## config.mk

```make
export PLATFORM = sky130hd
export DESIGN_NAME = decode_stage_flat
export DESIGN_NICKNAME = d
export VERILOG_FILES = /design/src/rtl/isa_pkg.sv /design/src/rtl/decode_stage_if.sv /design/src/rtl/decode_logic.sv /design/src/rtl/decode_stage.sv /design/src/flat_wrapper.sv
export SDC_FILE = /design/constraint.sdc
export NUM_CORES = 1
export LEC_CHECK = 0
export CAP_MARGIN = 10
export CORE_UTILIZATION = 43
export CTS_BUF_LIST = sky130_fd_sc_hd__clkbuf_16
export DETAILED_ROUTE_END_ITERATION = 16
export GPL_TIMING_DRIVEN = 0
export PLACE_DENSITY = 0.8
export SKIP_CTS_REPAIR_TIMING = 1
export SYNTH_ARGS = -nofsm -noshare
export SYNTH_HDL_FRONTEND = slang
export SYNTH_SLANG_ARGS = --single-unit
```

## constraint.sdc

```tcl
create_clock -name clk -period 2.33 [get_ports clk]
set_clock_uncertainty 0.05 [all_clocks]
set_input_delay 0.466 -clock clk [delete_from_list [all_inputs] [get_ports clk]]
set_output_delay 0.466 -clock clk [all_outputs]
set_load 0.02 [all_outputs]
```

## src/rtl/isa_pkg.sv

```systemverilog
// ISA definitions shared by the decode pipeline: opcode map, CTRL sub-ops,
// ALU operation encodings and instruction field extractors.
package isa_pkg;

    // Widest instruction word the field helpers can handle
    localparam int MAX_XLEN = 64;

    // Primary opcodes (top 6 bits of the instruction)
    localparam logic [5:0] OP_ADD   = 6'd0;
    localparam logic [5:0] OP_SUB   = 6'd1;
    localparam logic [5:0] OP_AND   = 6'd2;
    localparam logic [5:0] OP_OR    = 6'd3;
    localparam logic [5:0] OP_XOR   = 6'd4;
    localparam logic [5:0] OP_NOT   = 6'd5;
    localparam logic [5:0] OP_SHL   = 6'd6;
    localparam logic [5:0] OP_SHR   = 6'd7;
    localparam logic [5:0] OP_EQ    = 6'd8;
    localparam logic [5:0] OP_LT    = 6'd9;
    localparam logic [5:0] OP_GT    = 6'd10;
    localparam logic [5:0] OP_LOAD  = 6'd11;
    localparam logic [5:0] OP_STORE = 6'd12;
    localparam logic [5:0] OP_CTRL  = 6'd13;

    // CTRL sub-operations, carried in the rd field
    localparam int unsigned CTRL_JMP = 0;
    localparam int unsigned CTRL_BEQ = 1;
    localparam int unsigned CTRL_BLT = 2;
    localparam int unsigned CTRL_BGT = 3;

    // ALU operation encodings
    localparam logic [3:0] ALU_ADD = 4'd0;
    localparam logic [3:0] ALU_SUB = 4'd1;
    localparam logic [3:0] ALU_AND = 4'd2;
    localparam logic [3:0] ALU_OR  = 4'd3;
    localparam logic [3:0] ALU_XOR = 4'd4;
    localparam logic [3:0] ALU_NOT = 4'd5;
    localparam logic [3:0] ALU_SHL = 4'd6;
    localparam logic [3:0] ALU_SHR = 4'd7;
    localparam logic [3:0] ALU_EQ  = 4'd8;
    localparam logic [3:0] ALU_LT  = 4'd9;
    localparam logic [3:0] ALU_GT  = 4'd10;

    // Field extractors: the instruction is passed zero-extended to MAX_XLEN,
    // the result is right-aligned and the caller casts it to the field width.
    function automatic logic [MAX_XLEN-1:0] field_mask(input int width);
        return (MAX_XLEN'(1) << width) - MAX_XLEN'(1);
    endfunction

    function automatic logic [MAX_XLEN-1:0] field_opc(input logic [MAX_XLEN-1:0] inst,
                                                      input int xlen);
        return (inst >> (xlen - 6)) & field_mask(6);
    endfunction

    function automatic logic [MAX_XLEN-1:0] field_ra(input logic [MAX_XLEN-1:0] inst,
                                                     input int xlen, input int rw);
        return (inst >> (xlen - 6 - rw)) & field_mask(rw);
    endfunction

    function automatic logic [MAX_XLEN-1:0] field_rb(input logic [MAX_XLEN-1:0] inst,
                                                     input int xlen, input int rw);
        return (inst >> (xlen - 6 - 2*rw)) & field_mask(rw);
    endfunction

    function automatic logic [MAX_XLEN-1:0] field_rd(input logic [MAX_XLEN-1:0] inst,
                                                     input int xlen, input int rw);
        return (inst >> (xlen - 6 - 3*rw)) & field_mask(rw);
    endfunction

    function automatic logic [MAX_XLEN-1:0] field_imm(input logic [MAX_XLEN-1:0] inst,
                                                      input int xlen, input int rw);
        return inst & field_mask(xlen - 6 - 3*rw);
    endfunction

endpackage

```

## src/rtl/decode_stage_if.sv

```systemverilog
// Bundle of the fetch-side and execute-side handshake/payload signals of the
// decode stage. The master is the surrounding pipeline, the slave is decode.
interface decode_stage_if #(
    parameter int XLEN = 32,
    parameter int RW   = 5
);
    logic            F_valid;
    logic            F_ready;
    logic [XLEN-1:0] F_inst;
    logic [XLEN-1:0] F_pc;
    logic            flush;

    logic            E_valid;
    logic            E_ready;
    logic [XLEN-1:0] E_pc;
    logic [5:0]      E_opc;
    logic [RW-1:0]   E_ra;
    logic [RW-1:0]   E_rb;
    logic [RW-1:0]   E_rd;
    logic [XLEN-1:0] E_imm;
    logic            E_we;
    logic [3:0]      E_alu_op;
    logic            E_ld;
    logic            E_str;
    logic            E_brn;
    logic            E_ill;

    modport master (
        output F_valid, F_inst, F_pc, flush, E_ready,
        input  F_ready, E_valid, E_pc, E_opc, E_ra, E_rb, E_rd, E_imm,
               E_we, E_alu_op, E_ld, E_str, E_brn, E_ill
    );

    modport slave (
        input  F_valid, F_inst, F_pc, flush, E_ready,
        output F_ready, E_valid, E_pc, E_opc, E_ra, E_rb, E_rd, E_imm,
               E_we, E_alu_op, E_ld, E_str, E_brn, E_ill
    );
endinterface

```

## src/rtl/decode_logic.sv

```systemverilog
// Purely combinational instruction decoder: slices the fields, sign-extends
// the immediate and derives the control flags, ALU op, illegal flag and
// whether the instruction reads its rb operand.
module decode_logic
    import isa_pkg::*;
#(
    parameter int XLEN = 32,
    parameter int RW   = 5
) (
    input  logic [XLEN-1:0] inst_i,
    output logic [5:0]      opc_o,
    output logic [RW-1:0]   ra_o,
    output logic [RW-1:0]   rb_o,
    output logic [RW-1:0]   rd_o,
    output logic [XLEN-1:0] imm_o,
    output logic            we_o,
    output logic [3:0]      alu_op_o,
    output logic            ld_o,
    output logic            str_o,
    output logic            brn_o,
    output logic            ill_o,
    output logic            uses_rb_o
);
    localparam int IMW = XLEN - 6 - 3*RW;

    logic [MAX_XLEN-1:0] inst_w;
    logic [IMW-1:0]      imm_raw;
    logic                is_ctrl;
    logic                ctrl_ok;

    assign inst_w  = MAX_XLEN'(inst_i);
    assign opc_o   = 6'(field_opc(inst_w, XLEN));
    assign ra_o    = RW'(field_ra(inst_w, XLEN, RW));
    assign rb_o    = RW'(field_rb(inst_w, XLEN, RW));
    assign rd_o    = RW'(field_rd(inst_w, XLEN, RW));
    assign imm_raw = IMW'(field_imm(inst_w, XLEN, RW));
    assign imm_o   = {{(XLEN-IMW){imm_raw[IMW-1]}}, imm_raw};

    assign is_ctrl = (opc_o == OP_CTRL);
    assign ctrl_ok = is_ctrl && (rd_o <= RW'(CTRL_BGT));
    assign ill_o   = (opc_o > OP_CTRL) || (is_ctrl && !ctrl_ok);

    // Control flags and ALU op; illegal encodings fall through to all-zero
    always_comb begin
        we_o      = 1'b0;
        alu_op_o  = ALU_ADD;
        ld_o      = 1'b0;
        str_o     = 1'b0;
        brn_o     = 1'b0;
        uses_rb_o = 1'b0;
        if (opc_o <= OP_GT) begin
            we_o      = 1'b1;
            alu_op_o  = opc_o[3:0];
            uses_rb_o = (opc_o != OP_NOT);
        end else if (opc_o == OP_LOAD) begin
            we_o = 1'b1;
            ld_o = 1'b1;
        end else if (opc_o == OP_STORE) begin
            str_o     = 1'b1;
            uses_rb_o = 1'b1;
        end else if (ctrl_ok) begin
            brn_o     = 1'b1;
            uses_rb_o = (rd_o != RW'(CTRL_JMP));
            if (rd_o == RW'(CTRL_BEQ)) begin
                alu_op_o = ALU_EQ;
            end else if (rd_o == RW'(CTRL_BLT)) begin
                alu_op_o = ALU_LT;
            end else if (rd_o == RW'(CTRL_BGT)) begin
                alu_op_o = ALU_GT;
            end
        end
    end

endmodule

```

## src/rtl/decode_stage.sv

```systemverilog
// Registered decode stage: decodes the fetch-side instruction into a one-entry
// output register, with valid/ready handshakes on both sides, a one-bubble
// load-use interlock, flush on redirect and a stall counter.
module decode_stage
    import isa_pkg::*;
#(
    parameter int XLEN  = 32,
    parameter int RW    = 5,
    parameter int CNT_W = 16
) (
    input  logic             clk,
    input  logic             rst_n,
    decode_stage_if.slave    bus,
    output logic [CNT_W-1:0] stall_cnt
);
    localparam int IMW = XLEN - 6 - 3*RW;

    if (IMW < 1 || XLEN > MAX_XLEN) begin : g_bad_params
        $error("decode_stage: immediate width must be >= 1 and XLEN <= 64");
    end

    logic [5:0]      dec_opc;
    logic [RW-1:0]   dec_ra, dec_rb, dec_rd;
    logic [XLEN-1:0] dec_imm;
    logic            dec_we, dec_ld, dec_str, dec_brn, dec_ill, dec_uses_rb;
    logic [3:0]      dec_alu_op;

    logic             out_valid_q, out_valid_d;
    logic             ld_pend_q, ld_pend_d;
    logic [RW-1:0]    ld_rd_q;
    logic [CNT_W-1:0] stall_cnt_q, stall_cnt_d;

    logic [XLEN-1:0] pc_q, imm_q;
    logic [5:0]      opc_q;
    logic [RW-1:0]   ra_q, rb_q, rd_q;
    logic            we_q, ld_q, str_q, brn_q, ill_q, uses_rb_q;
    logic [3:0]      alu_op_q;

    logic hazard, e_valid, fire, f_ready, capture;

    decode_logic #(
        .XLEN (XLEN),
        .RW   (RW)
    ) u_decode_logic (
        .inst_i    (bus.F_inst),
        .opc_o     (dec_opc),
        .ra_o      (dec_ra),
        .rb_o      (dec_rb),
        .rd_o      (dec_rd),
        .imm_o     (dec_imm),
        .we_o      (dec_we),
        .alu_op_o  (dec_alu_op),
        .ld_o      (dec_ld),
        .str_o     (dec_str),
        .brn_o     (dec_brn),
        .ill_o     (dec_ill),
        .uses_rb_o (dec_uses_rb)
    );

    assign hazard  = out_valid_q & ld_pend_q &
                     ((ra_q == ld_rd_q) | (uses_rb_q & (rb_q == ld_rd_q)));
    assign e_valid = out_valid_q & ~hazard;
    assign fire    = e_valid & bus.E_ready;
    assign f_ready = ~out_valid_q | fire;
    assign capture = bus.F_valid & f_ready & ~bus.flush;

    // Next-state for occupancy, pending-load tracking and the stall counter
    always_comb begin
        out_valid_d = out_valid_q;
        if (bus.flush) begin
            out_valid_d = 1'b0;
        end else if (capture) begin
            out_valid_d = 1'b1;
        end else if (fire) begin
            out_valid_d = 1'b0;
        end
        ld_pend_d   = bus.flush ? 1'b0 : (fire & ld_q);
        stall_cnt_d = stall_cnt_q;
        if (hazard) begin
            stall_cnt_d = stall_cnt_q + CNT_W'(1);
        end
    end

    // Pipeline register: control state every cycle, payload only on capture
    always_ff @(posedge clk or negedge rst_n) begin
        if (!rst_n) begin
            out_valid_q <= 1'b0;
            ld_pend_q   <= 1'b0;
            ld_rd_q     <= '0;
            stall_cnt_q <= '0;
            pc_q        <= '0;
            opc_q       <= '0;
            ra_q        <= '0;
            rb_q        <= '0;
            rd_q        <= '0;
            imm_q       <= '0;
            we_q        <= 1'b0;
            alu_op_q    <= '0;
            ld_q        <= 1'b0;
            str_q       <= 1'b0;
            brn_q       <= 1'b0;
            ill_q       <= 1'b0;
            uses_rb_q   <= 1'b0;
        end else begin
            out_valid_q <= out_valid_d;
            ld_pend_q   <= ld_pend_d;
            ld_rd_q     <= rd_q;
            stall_cnt_q <= stall_cnt_d;
            if (capture) begin
                pc_q      <= bus.F_pc;
                opc_q     <= dec_opc;
                ra_q      <= dec_ra;
                rb_q      <= dec_rb;
                rd_q      <= dec_rd;
                imm_q     <= dec_imm;
                we_q      <= dec_we;
                alu_op_q  <= dec_alu_op;
                ld_q      <= dec_ld;
                str_q     <= dec_str;
                brn_q     <= dec_brn;
                ill_q     <= dec_ill;
                uses_rb_q <= dec_uses_rb;
            end
        end
    end

    assign bus.F_ready  = f_ready;
    assign bus.E_valid  = e_valid;
    assign bus.E_pc     = pc_q;
    assign bus.E_opc    = opc_q;
    assign bus.E_ra     = ra_q;
    assign bus.E_rb     = rb_q;
    assign bus.E_rd     = rd_q;
    assign bus.E_imm    = imm_q;
    assign bus.E_we     = we_q;
    assign bus.E_alu_op = alu_op_q;
    assign bus.E_ld     = ld_q;
    assign bus.E_str    = str_q;
    assign bus.E_brn    = brn_q;
    assign bus.E_ill    = ill_q;
    assign stall_cnt    = stall_cnt_q;

endmodule

```

## src/flat_wrapper.sv

```systemverilog
// flat-port wrapper written by rule: the top's interface ports become plain ports
module decode_stage_flat import isa_pkg::*;
#(
    parameter int XLEN  = 32,
    parameter int RW    = 5,
    parameter int CNT_W = 16
)
  (clk, rst_n, stall_cnt, bus_F_valid, bus_F_inst, bus_F_pc, bus_flush, bus_E_ready, bus_F_ready, bus_E_valid, bus_E_pc, bus_E_opc, bus_E_ra, bus_E_rb, bus_E_rd, bus_E_imm, bus_E_we, bus_E_alu_op, bus_E_ld, bus_E_str, bus_E_brn, bus_E_ill);
  decode_stage_if #(.XLEN(XLEN), .RW(RW)) bus_i ();
  input  logic clk;
  input  logic rst_n;
  output logic [CNT_W-1:0] stall_cnt;
  input wire logic [$bits(bus_i.F_valid)-1:0] bus_F_valid;
  input wire logic [$bits(bus_i.F_inst)-1:0] bus_F_inst;
  input wire logic [$bits(bus_i.F_pc)-1:0] bus_F_pc;
  input wire logic [$bits(bus_i.flush)-1:0] bus_flush;
  input wire logic [$bits(bus_i.E_ready)-1:0] bus_E_ready;
  output wire logic [$bits(bus_i.F_ready)-1:0] bus_F_ready;
  output wire logic [$bits(bus_i.E_valid)-1:0] bus_E_valid;
  output wire logic [$bits(bus_i.E_pc)-1:0] bus_E_pc;
  output wire logic [$bits(bus_i.E_opc)-1:0] bus_E_opc;
  output wire logic [$bits(bus_i.E_ra)-1:0] bus_E_ra;
  output wire logic [$bits(bus_i.E_rb)-1:0] bus_E_rb;
  output wire logic [$bits(bus_i.E_rd)-1:0] bus_E_rd;
  output wire logic [$bits(bus_i.E_imm)-1:0] bus_E_imm;
  output wire logic [$bits(bus_i.E_we)-1:0] bus_E_we;
  output wire logic [$bits(bus_i.E_alu_op)-1:0] bus_E_alu_op;
  output wire logic [$bits(bus_i.E_ld)-1:0] bus_E_ld;
  output wire logic [$bits(bus_i.E_str)-1:0] bus_E_str;
  output wire logic [$bits(bus_i.E_brn)-1:0] bus_E_brn;
  output wire logic [$bits(bus_i.E_ill)-1:0] bus_E_ill;
  assign bus_i.F_valid = bus_F_valid;
  assign bus_i.F_inst = bus_F_inst;
  assign bus_i.F_pc = bus_F_pc;
  assign bus_i.flush = bus_flush;
  assign bus_i.E_ready = bus_E_ready;
  assign bus_F_ready = bus_i.F_ready;
  assign bus_E_valid = bus_i.E_valid;
  assign bus_E_pc = bus_i.E_pc;
  assign bus_E_opc = bus_i.E_opc;
  assign bus_E_ra = bus_i.E_ra;
  assign bus_E_rb = bus_i.E_rb;
  assign bus_E_rd = bus_i.E_rd;
  assign bus_E_imm = bus_i.E_imm;
  assign bus_E_we = bus_i.E_we;
  assign bus_E_alu_op = bus_i.E_alu_op;
  assign bus_E_ld = bus_i.E_ld;
  assign bus_E_str = bus_i.E_str;
  assign bus_E_brn = bus_i.E_brn;
  assign bus_E_ill = bus_i.E_ill;
  decode_stage #(.XLEN(XLEN), .RW(RW), .CNT_W(CNT_W)) u_core (.clk(clk), .rst_n(rst_n), .bus(bus_i), .stall_cnt(stall_cnt));
endmodule
```

Word-level counts from Yosys, hierarchy flattened
Cells that the tools add are included.
Operators by class
  magnitude comparators: 3
  multipliers: 0
  shift operators: 0
  equal/unequal tests: 9
  reductions and logical operators: 6
  mux-type cells: 25
  add/sub/neg operators: 1
  div/mod/pow operators: 0
  bitwise logic cells: 13
Operator list (count)
  4-bit two-way mux: 7
  6-bit by 4-bit == test with 1-bit output (second input constant): 3
  1-bit two-way mux: 18
  16-bit by 1-bit adder with 16-bit output (second input constant): 1
  5-bit by 2-bit == test with 1-bit output (second input constant): 2
  5-bit == test: 2
  1-bit bitwise AND: 8
  6-bit by 4-bit greater-than comparator with 1-bit output (second input constant): 1
  6-bit by 4-bit less-or-equal comparator with 1-bit output (second input constant): 1
  6-bit by 3-bit inequality test with 1-bit output (second input constant): 1
  5-bit by 1-bit == test with 1-bit output (second input constant): 1
  5-bit by 2-bit less-or-equal comparator with 1-bit output (second input constant): 1
  5-bit nonzero test: 1
  1-bit inverter: 3
  3-bit nonzero test: 1
  1-bit logical AND: 2
  1-bit bitwise OR: 2
  1-bit logical NOT: 1
  1-bit logical OR: 1
Storage, ports and cells
  input bits: 69
  memory bits (read-only): 0
  memories: 0
  RAM bits: 0
  bits in latches: 0
  logic and storage cells: 74
  bits in registers: 97
  output and inout port bits: 112

Logic depth before layout (Yosys ltp)
  depth in word-level cells: 12
  mapped depth: 7
  depth with buffers taken out: 5

Modules after synthesis
Synthesis repeated with hierarchy kept, for this count alone.
Unflattened totals
  cells, all modules: 377
  area, all modules: 5248.8 um^2
Modules (own cells, without submodules)
  decode_stage: area each 4639.4 um^2, times used 1, seq. area each 2952.8 um^2, cells an instance 292
  decode_logic: area each 609.3 um^2, times used 1, seq. area each 0.0 um^2, cells an instance 85

Worst setup path after synthesis
No wires, ideal clock.
  path type: register to register
  from: register u_core.ra_q[2], in the netlist u_core.bus.E_ra[2]
  to: register u_core.bus.E_imm[10] (netlist name)
  setup time: 125 ps
  period minus slack after synthesis: 2124 ps
  data required time: 2155 ps
  arrival: 1949 ps
  buffers on the path: 2
  cell stages (with the launch flop): 8
  setup slack: 206 ps
  cells stage by stage: dfrtp_1 > xnor2_1 > and3_4 > a221o_2 > a21oi_4 > buf_12 > buf_12 > mux2_4
Between the ends
  cells in the longest elaborated chain, start to end: 9
RTL lines
  start: declaration: line decode_stage.sv:35  | logic [RW-1:0] ra_q, rb_q, rd_q;
  start signal: assignment: line decode_stage.sv:112  | ra_q <= dec_ra;
  5-bit == test: line decode_stage.sv:61  | ((ra_q == ld_rd_q) | (uses_rb_q & (rb_q == ld_rd_q)));
  1-bit bitwise OR: line decode_stage.sv:61
  1-bit bitwise AND: line decode_stage.sv:60  | assign hazard = out_valid_q & ld_pend_q &
  1-bit inverter: line decode_stage.sv:62  | assign e_valid = out_valid_q & ~hazard;
  1-bit bitwise AND: line decode_stage.sv:62
  1-bit bitwise AND: line decode_stage.sv:63  | assign fire = e_valid & bus.E_ready;
  1-bit bitwise OR: line decode_stage.sv:64  | assign f_ready = ~out_valid_q | fire;
  1-bit bitwise AND (2 in a row): line decode_stage.sv:65  | assign capture = bus.F_valid & f_ready & ~bus.flush;
No other way between the ends.
A chain may end at the register's enable or synchronous reset.

Worst setup path in the final report
  from: register u_core.ld_rd_q[1]
  to: output port bus_E_valid
Between the ends
  cells in the longest elaborated chain, start to end: 6
  elaborated cells on any way between the ends: 7
  classes of those cells: eq/ne: 2; bitwise: 5
RTL lines
  start: declaration: line decode_stage.sv:30  | logic [RW-1:0] ld_rd_q;
  start signal: assignment: line decode_stage.sv:107  | ld_rd_q <= rd_q;
  5-bit == test: line decode_stage.sv:61
  1-bit bitwise AND: line decode_stage.sv:61
  1-bit bitwise OR *: line decode_stage.sv:61
  1-bit bitwise AND *: line decode_stage.sv:60
  1-bit inverter *: line decode_stage.sv:62
  1-bit bitwise AND *: line decode_stage.sv:62
  end: declaration: line flat_wrapper.sv:19  | output wire logic [$bits(bus_i.E_valid)-1:0] bus_E_valid;
Mark *: on every way between the ends. The rest lies on a longest branch, timed or not.

==> flow_summary.ini <==
[power]
internal_power_w = 0.00369
sequentialPowerShare_pct = 39.8
ir_drop_mv = 0.363
p_comb_share_pct = 31.4
clkPwrFrac_pct = 28.8
power_density_nw_per_um2 = 766
p_leak_nw = 2.95
swShare_pct = 28.9
power_switching_w = 0.00150
finalPower_w = 0.00519

[clock_network]
clk_pin_slew_worst_paths_ns = 0.07
cts_buffer_depth = 2
cts.sinks = 97
cts_buffers = 9
clk_latency_ns = 0.34
ctsRootBufferMaster = clkbuf_16
cts_tree = yes
cts_max_level = 3

[cells_and_area]
multi_input_area_um2 = 1690
area_growth_pct = 52.5
fin_util_pct = 68.4
antennaDiodeCount = 0
regArea_um2 = 2430
drive_gt1_share_pct = 27.8
nNetsFinal = 562
fillCellCount = 717

[routing]
drt_iter0_drc = 50
route.final.wire_length_um = 10500
viasPerCell = 4.84
num_vias = 3043
drt.antenna.violating_nets = 0
drc_errors = 0
wl_per_cell_um = 16.7
drt_first_pass_iters = 4

[floorplan]
start_util_pct = 44.9
die_h_um = 104
die_width_um = 104
die_area_um2 = 10700
placementRows = 36
io_pins = 181
core_area_um2 = 9910

[sta]
finalCritPeriodShare_pct = 103
final_max_slew_viol_count = 0
rsz0062_at_grt = true
fmax_mhz = 417
period_needed_ns = 2.40
worstMarginPinSlew_ns = 0.472
hold_slack_ns = 0.0222
tns_ns = -0.0836
setup_viol = 2
hold_violations = 0
max_slew_margin_pct = 68.3
finalWorstSetupSlack_ns = -0.0686

[global_route]
grt_overflow_total = 0
grt_pass1_vias = 3132
grt_max_degree = 65
antenna_found_initial = 0
gr-usage-all-layers_pct = 20.5
grt_pass1_wl_um = 17200

[synthesis]
yosysSeqAreaShare_pct = 54.6
ys.warnings.count = 0
ys_types = 36
netlist.area_leader.share_pct = 54.6
synth.net_count = 368
netlist_instances = 298
synth_edf_count = 0
synth-main-ff-cell = dfrtp_1
synth_area_leader_cell = dfrtp_1
synthTopCellsByArea = dfrtp_1, mux2_4, mux2_2, buf_4, buf_12
async_flop_share_pct = 100
syn_area_per_cell_um2 = 14.9
syn-cell-area_um2 = 4450
synth.ff_latch_count = 97

[min_path]
worstHoldPathType = in -> async

[critical_path]
critical_path_class = reg -> out
end_kind = output port
worstPathArrival_ns = 1.88
crit_fanout = 10
startpoint = u_core.ld_rd_q[1]
start_kind = flip-flop
reg2reg_depth = 8
r2r_start = u_core.ld_rd_q[1]
critical_path_required_ns = 1.81

[place]
port_buffers = 178
dp_hpwl_um = 7620
gp_congestion = 0.794
post-place-ws_ns = -0.464

[job]
maxCapViolCount = 0

[status]
violations = setup timing
outcome = complete, but fails checks
## metal layers
metal | track usage [%] | vias to the layer above | routed length, um
met2 | 34.4 | 122 | 5140
li1 | - | 1406 | -
met3 | 7.61 | 9 | 816
met5 | 0 | - | 0
met1 | 25.1 | 1506 | 4470
met4 | 5.10 | 0 | 101
## layout by cell type, fill, tap and decap left out, types with 3 or more instances in the layout
cell / n
buf_12: 7
nand2_1: 9
nor2_1: 8
buf_4: 28
nand3_1: 9
clkbuf_16: 9
mux2_2: 15
and3_1: 3
nor4_2: 3
xnor2_1: 15
inv_1: 4
xor2_1: 10
mux2_4: 59
nand4_1: 6
a21oi_1: 4
clkdlybuf4s50_1: 175
dfrtp_1: 96
## stage by stage
stage	instances	instance area, um^2
floorplan	298	4450
global placement	609	6390
detailed placement	610	6420
CTS	625	6720
global route	629	6780
finish	629	6780
## synthesized netlist by cell type (6+ instances only)
library cell and instances:
buf_12 7, mux2_4 59, xnor2_1 15, dfrtp_1 97
nor2_1 8, nand3_1 9, nand4_1 6, buf_4 22
xor2_1 10, nand2_1 9, mux2_2 15
## worst max-delay path, cell delays in order (launching register included)
cell,delay [ns]
dfrtp_1,0.41
xor2_1,0.18
nor4_2,0.35
a22o_1,0.20
buf_6,0.11
buf_8,0.12
nor2_1,0.04
buf_4,0.15
## state kept, by name, summed over array words and instances, names as in the netlist
register,flops
u_core.bus.E_alu_op,4
u_core.bus.E_brn,1
u_core.bus.E_ill,1
u_core.bus.E_imm,11
u_core.bus.E_ld,1
u_core.bus.E_opc,6
u_core.bus.E_pc,32
u_core.bus.E_ra,5
u_core.bus.E_rb,5
u_core.bus.E_rd,5
u_core.bus.E_str,1
u_core.bus.E_we,1
u_core.ld_pend_q,1
u_core.ld_rd_q,5
u_core.out_valid_q,1
u_core.stall_cnt,16
u_core.uses_rb_q,1
## logic make-up after synthesis
logic type	synth area share, %
compound gates	2.45
xor+xnor	4.93
fa+ha+maj	0.281
buf+inv	7.63
flops	54.6
mux	24.0
simple gates	6.16
## cell type report
| cell class | instances | share of cell area (%) |
|---|---|---|
| flip-flops and latches | 97 | 35.8 |
| repair buffers | 183 | 27.1 |
| multi-input cells | 164 | 25.0 |
| plain buffers | 33 | 5.02 |
| clock buffers | 9 | 3.32 |
| well taps | 133 | 2.45 |
| clock inverters | 6 | 1.13 |
| inverters | 4 | 0.221 |
## power by group through the flow
stage	combinational [W]	sequential, W	clock (W)
after floorplan	0.000588	0.00232	0
after global placement	0.00159	0.00208	0
after detailed placement	0.00161	0.00210	0
after CTS	0.00162	0.00207	0.00153
after global routing	0.00172	0.00210	0.00160
final	0.00163	0.00207	0.00150
## worst paths after layout
path,slack (ns),to
setup / recovery,-0.07,bus_E_valid
hold / removal,0.02,u_core.bus.E_str
setup reg to reg,0.06,u_core.bus.E_pc[20]
hold reg to reg,0.36,u_core.ld_rd_q[3]
max in group asynchronous,1.52,u_core.bus.E_imm[10]
min in group clk,0.36,u_core.ld_rd_q[3]
No activity file was read; power rests on OpenSTA's default activity.
==> variant 1 (config.mk and constraints unchanged) <==
Put one more register stage on the output `stall_cnt`, with the module's reset. The value now appears one clock later. The other outputs are not delayed to match.
--- a/src/rtl/decode_stage.sv
+++ b/src/rtl/decode_stage.sv
@@ -138,7 +138,13 @@
     assign bus.E_str    = str_q;
     assign bus.E_brn    = brn_q;
     assign bus.E_ill    = ill_q;
-    assign stall_cnt    = stall_cnt_q;
+    always_ff @(posedge clk or negedge rst_n) begin
+        if (!rst_n) begin
+            stall_cnt <= '0;
+        end else begin
+            stall_cnt <= stall_cnt_q;
+        end
+    end
 
 endmodule
 
Function: changed (Yosys sat finds a counterexample within 4 cycles, from zero or initial values and one cycle with rst_n low).
==> variant 1 against the unedited design <==
The run still ends with setup timing left. Sequential cell count grew 16. Highest routed layer unchanged. Cell count up 5.6%. Count of clock-buffer cells in the layout up 8. First-iteration DRC count is 96% higher. Utilization up 0.10 points. Power rose by 26%. Routed wire length increased by 2.1%. Largest cell class unchanged. Worst setup slack better by 24 ps. Non-clock buffer count decreased by 3. Design area rose by 11%. Via count rose by 5.1%. Area after synthesis grew 9.2%.
==> variant 1: results (changes against the unedited design) <==
[run_status]
status = finished with violations
violations = setup timing

[global_routing]
grt_pass1_vias = 3372  ; +7.7%
met2_usage_pct = 32.5  ; -1.8 points
grt.met1_usage_pct = 22.9  ; -2.2 points
grt_pass1_wl_mm = 17.0  ; -1.6%
grt_max_degree = 67  ; +3.1%

[drt]
post_drt_wl_per_cell_um = 16.2  ; -3.3%
vias_per_cell = 4.82  ; -0.45%
firstDrtPassIters = 6  ; +2

[critical_path]
crit_start = u_core.ld_rd_q[0]
r2r_end = u_core.bus.E_rb[0]
critical_path.max_fanout = 3  ; -7
timing.rr.start = u_core.ld_rd_q[2]

[timing]
setup_ws_ps = -44.3  ; +24.3 ps
final-setup-viol-count = 2  ; unchanged

[cells_and_area]
nNetsFinal = 582  ; +3.6%
final_cells = 664  ; +5.6%
drive_gt1_share_pct = 29.6  ; +1.8 points

[pwr]
power_density_nw_per_um2 = 875  ; +14%
peakVddDrop_mv = 0.405  ; +12%
p_switching_w = 0.00175  ; +17%

[placement]
place_inst = 631  ; +3.4%
placed_area_um2 = 6840  ; +6.5%
dpl.hpwl_mm = 7.76  ; +1.8%

[yosys]
synth_area_leaders = dfrtp_1 58%, mux2_4 18%, buf_4 3.4%
synth_cell_types = 40  ; +11%
yosysSeqAreaShare_pct = 58.2  ; +3.6 points
synthTopCellsByCount = 113 x dfrtp_1, 59 x mux2_4, 22 x buf_4
avgSynthCellArea_um2 = 15.6  ; +4.3%

[cts]
clkSlewWorstSetupHoldPaths_ps = 50  ; -20 ps
clock_latency_ps = 400  ; +60 ps

==> variant 1: cell families after synthesis <==
family | after synthesis | share of synthesized area (%)
DFF | 113 | 58.2
muxes | 74 | 21.7
and+or+nand+nor | 50 | 6.21
buffers and inverters | 34 | 6.70
xor gates and xnor gates | 25 | 4.51
AOI/OAI and AO/OA | 15 | 2.40
adders and majority gates | 1 | 0.258
==> variant 1: per-layer routing <==
metal | part of all wire, % | routed length, um
met5 | 0 | 0
met4 | 1.7 | 184
met3 | 7.0 | 751
met2 | 50 | 5320
met1 | 42 | 4480
==> variant 1: layout make-up <==
type,count,area [um2]
clock inverters,14,165
multi-input cells,165,1750
well taps,140,175
clock buffers,17,425
flip-flops and latches,113,2830
inverters,2,7.51
repair buffers,181,1820
fillers,780,3440
plain buffers,32,318
==> variant 1: worst max-delay path, delay by kind of cell (launching register included) <==
family | cells | cell delay, ps
AOI/OAI and AO/OA | 1 | 160
and+or+nand+nor | 2 | 540
DFF | 1 | 410
buffers and inverters | 1 | 160
xor gates and xnor gates | 1 | 200
==> variant 2 (same settings) <==
Without the edit above. `RW` is set to 5 in 4 places; all go to 6.
--- a/src/rtl/decode_stage_if.sv
+++ b/src/rtl/decode_stage_if.sv
@@ -2,7 +2,7 @@
 // decode stage. The master is the surrounding pipeline, the slave is decode.
 interface decode_stage_if #(
     parameter int XLEN = 32,
-    parameter int RW   = 5
+    parameter int RW   = 6
 );
     logic            F_valid;
     logic            F_ready;
--- a/src/rtl/decode_logic.sv
+++ b/src/rtl/decode_logic.sv
@@ -5,7 +5,7 @@
     import isa_pkg::*;
 #(
     parameter int XLEN = 32,
-    parameter int RW   = 5
+    parameter int RW   = 6
 ) (
     input  logic [XLEN-1:0] inst_i,
     output logic [5:0]      opc_o,
--- a/src/rtl/decode_stage.sv
+++ b/src/rtl/decode_stage.sv
@@ -5,7 +5,7 @@
     import isa_pkg::*;
 #(
     parameter int XLEN  = 32,
-    parameter int RW    = 5,
+    parameter int RW    = 6,
     parameter int CNT_W = 16
 ) (
     input  logic             clk,
--- a/src/flat_wrapper.sv
+++ b/src/flat_wrapper.sv
@@ -2,7 +2,7 @@
 module decode_stage_flat import isa_pkg::*;
 #(
     parameter int XLEN  = 32,
-    parameter int RW    = 5,
+    parameter int RW    = 6,
     parameter int CNT_W = 16
 )
   (clk, rst_n, stall_cnt, bus_F_valid, bus_F_inst, bus_F_pc, bus_flush, bus_E_ready, bus_F_ready, bus_E_valid, bus_E_pc, bus_E_opc, bus_E_ra, bus_E_rb, bus_E_rd, bus_E_imm, bus_E_we, bus_E_alu_op, bus_E_ld, bus_E_str, bus_E_brn, bus_E_ill);
Interface: changed (resized bus_E_ra, bus_E_rb and bus_E_rd); port bits go from 181 to 184. No check against the original RTL was run, so the function may have changed too.
==> variant 2 against the unedited design <==
Utilization decreased by 0.17 points. Routed wire length decreased by 1.4%. Critical path type unchanged. Cell count increased by 2.4%. Register-to-register slack improved by 140 ps. Sequential cell count increased by 1. Area after synthesis decreased by 0.23%. Design area decreased by 0.70%. Power about the same. Combinational power increased by 5%. Worst setup slack improved by 160 ps.
==> variant 2: results (changes against the unedited design) <==
[run_status]
status = complete, no violations

[critical_path]
timing.rr.start = u_core.bus.E_rb[5]
cp_slowest_cell = dfrtp_1
crit_family = flip-flops
slowest_delay_ps = 410  ; about the same
critical_path.max_fanout = 5  ; -5
crit_path_start_kind = flip-flop
arrival_ps = 1720  ; -160 ps

[yosys]
yosysWarnings = 0  ; unchanged
synth-edff-count = 0  ; unchanged
syn-num-nets = 380  ; +3.3%
synthTopCellsByCount = 98 x dfrtp_1, 50 x mux2_4, 27 x xnor2_1
avgSynthCellArea_um2 = 14.3  ; -4.1%
yosysSeqAreaShare_pct = 55.3  ; +0.69 points
synth_area_leaders = dfrtp_1 55%, mux2_4 17%, xnor2_1 5.3%
synth_cell_types = 40  ; +11%

[cells_and_area]
diodes = 0  ; unchanged
drive_gt1_share_pct = 24.5  ; -3.4 points
nNetsFinal = 576  ; +2.5%

[timing]
setup_tns_ps = 0  ; +83.6 ps
worst_slew_pin_slew_ps = 568  ; +96.1 ps
final_max_slew_viol_count = 0  ; unchanged

[cts]
clock_latency_ps = 340  ; about the same
cts_buffer_depth = 2  ; unchanged
htreeDepth = 3  ; unchanged
cts_made_buffers = 9  ; unchanged

[global_routing]
grt_pass1_vias = 3196  ; +2.0%
grt_max_degree = 57  ; -12%
grt_use_total_pct = 20.3  ; -0.23 points
antenna_found_initial = 0  ; unchanged
grt_pass1_wl_mm = 17.0  ; -1.5%

[placement]
dpl.hpwl_mm = 7.66  ; +0.57%
place_congestion = 0.760  ; -4.3%
portBuffers = 181  ; +1.7%
place_inst = 625  ; +2.5%
placed_area_um2 = 6440  ; +0.31%

[hold_path]
holdCritPathClass = primary input to async pin

[drt]
totalWireLength_mm = 10.4  ; -1.4%
drt_iter0_markers = 46  ; -8.0%
dr_total_vias = 3106  ; +2.1%
post_drt_wl_per_cell_um = 16.1  ; -3.7%
firstDrtPassIters = 4  ; unchanged

[pwr]
peakVddDrop_mv = 0.439  ; +21%
power_leakage_nw = 2.88  ; -2.1%

-- variant 2: changes by cell type after synthesis, moves of 3 or more --
cell,delta
nor2_1,-3
nor4_1,-3
xnor2_1,+12
a2bb2oi_1,+3
nand2_1,+4
nor3_1,+6
buf_6,+7
xor2_1,-10
buf_12,-7
a21oi_1,-4
mux2_1,+3
mux2_4,-9
-- variant 2: worst register-to-register path, stage by stage (launching register included) --
cell and delay [ps]:
dfrtp_1 410, xnor2_1 180, nand4_1 220, o22ai_4 290
buf_4 150, a21oi_2 50, buf_6 180, buf_6 170
mux2_4 310
-- variant 2: kinds of logic after synthesis --
family                     count (synthesis)  synth area share [%]
AOI/OAI and AO/OA                         21                  4.23
xor gates and xnor gates                  27                  5.33
adders and majority gates                  1                 0.282
buffers and inverters                     40                  6.66
DFF                                       98                  55.3
muxes                                     68                  21.5
and+or+nand+nor                           55                  6.71
-- variant 2: through the flow --
stage | setup slack [ps] | total power [W] | utilization [%] | hold slack, ps
final | 90.8 | 0.00519 | 68.2 | 62.8
after global routing | -19.7 | 0.00541 | 68.2 | 92.4
after detailed placement | -108 | 0.00385 | 65.3 | 339
after global placement | -2870 | 0.00381 | 65.0 | 336
after floorplan | 360 | 0.00302 | - | 120
after CTS | -492 | 0.00523 | 68.0 | 74.2
-- variant 2: path summary, 6_finish.rpt --
check / cells past startpoint / end / slack, ps
setup / recovery: 5 / bus_E_valid / 90
hold / removal: 1 / u_core.bus.E_pc[9] / 60
setup reg to reg: 8 / u_core.bus.E_pc[16] / 200
hold reg to reg: 0 / u_core.ld_rd_q[2] / 350
max in group asynchronous: 2 / u_core.bus.E_imm[7] / 1490
min in group clk: 0 / u_core.ld_rd_q[2] / 350
-- variant 2: metal layers --
layer	global-route usage, %	share of wire (%)	up-vias
met5	0	0	-
met4	6.83	1.3	0
met3	6.04	8.1	14
met2	32.4	48	131
met1	26.4	43	1503
li1	-	-	1458
-- variant 2: power breakdown --
part | total (W) | internal, W | switching (W) | leakage, nW
logic | 0.00171 | 0.000989 | 0.000719 | 1.54
clock network | 0.00137 | 0.000722 | 0.000648 | 0.139
registers | 0.00211 | 0.00193 | 0.000180 | 1.20
total | 0.00519 | 0.00364 | 0.00155 | 2.88
-- variant 2: cell type report --
cell class	count	area [um2]
clock buffers	9	225
well taps	133	166
multi-input cells	172	1700
fillers	711	3130
flip-flops and latches	98	2450
clock inverters	7	43.8
plain buffers	36	280
inverters	4	15.0
repair buffers	185	1850
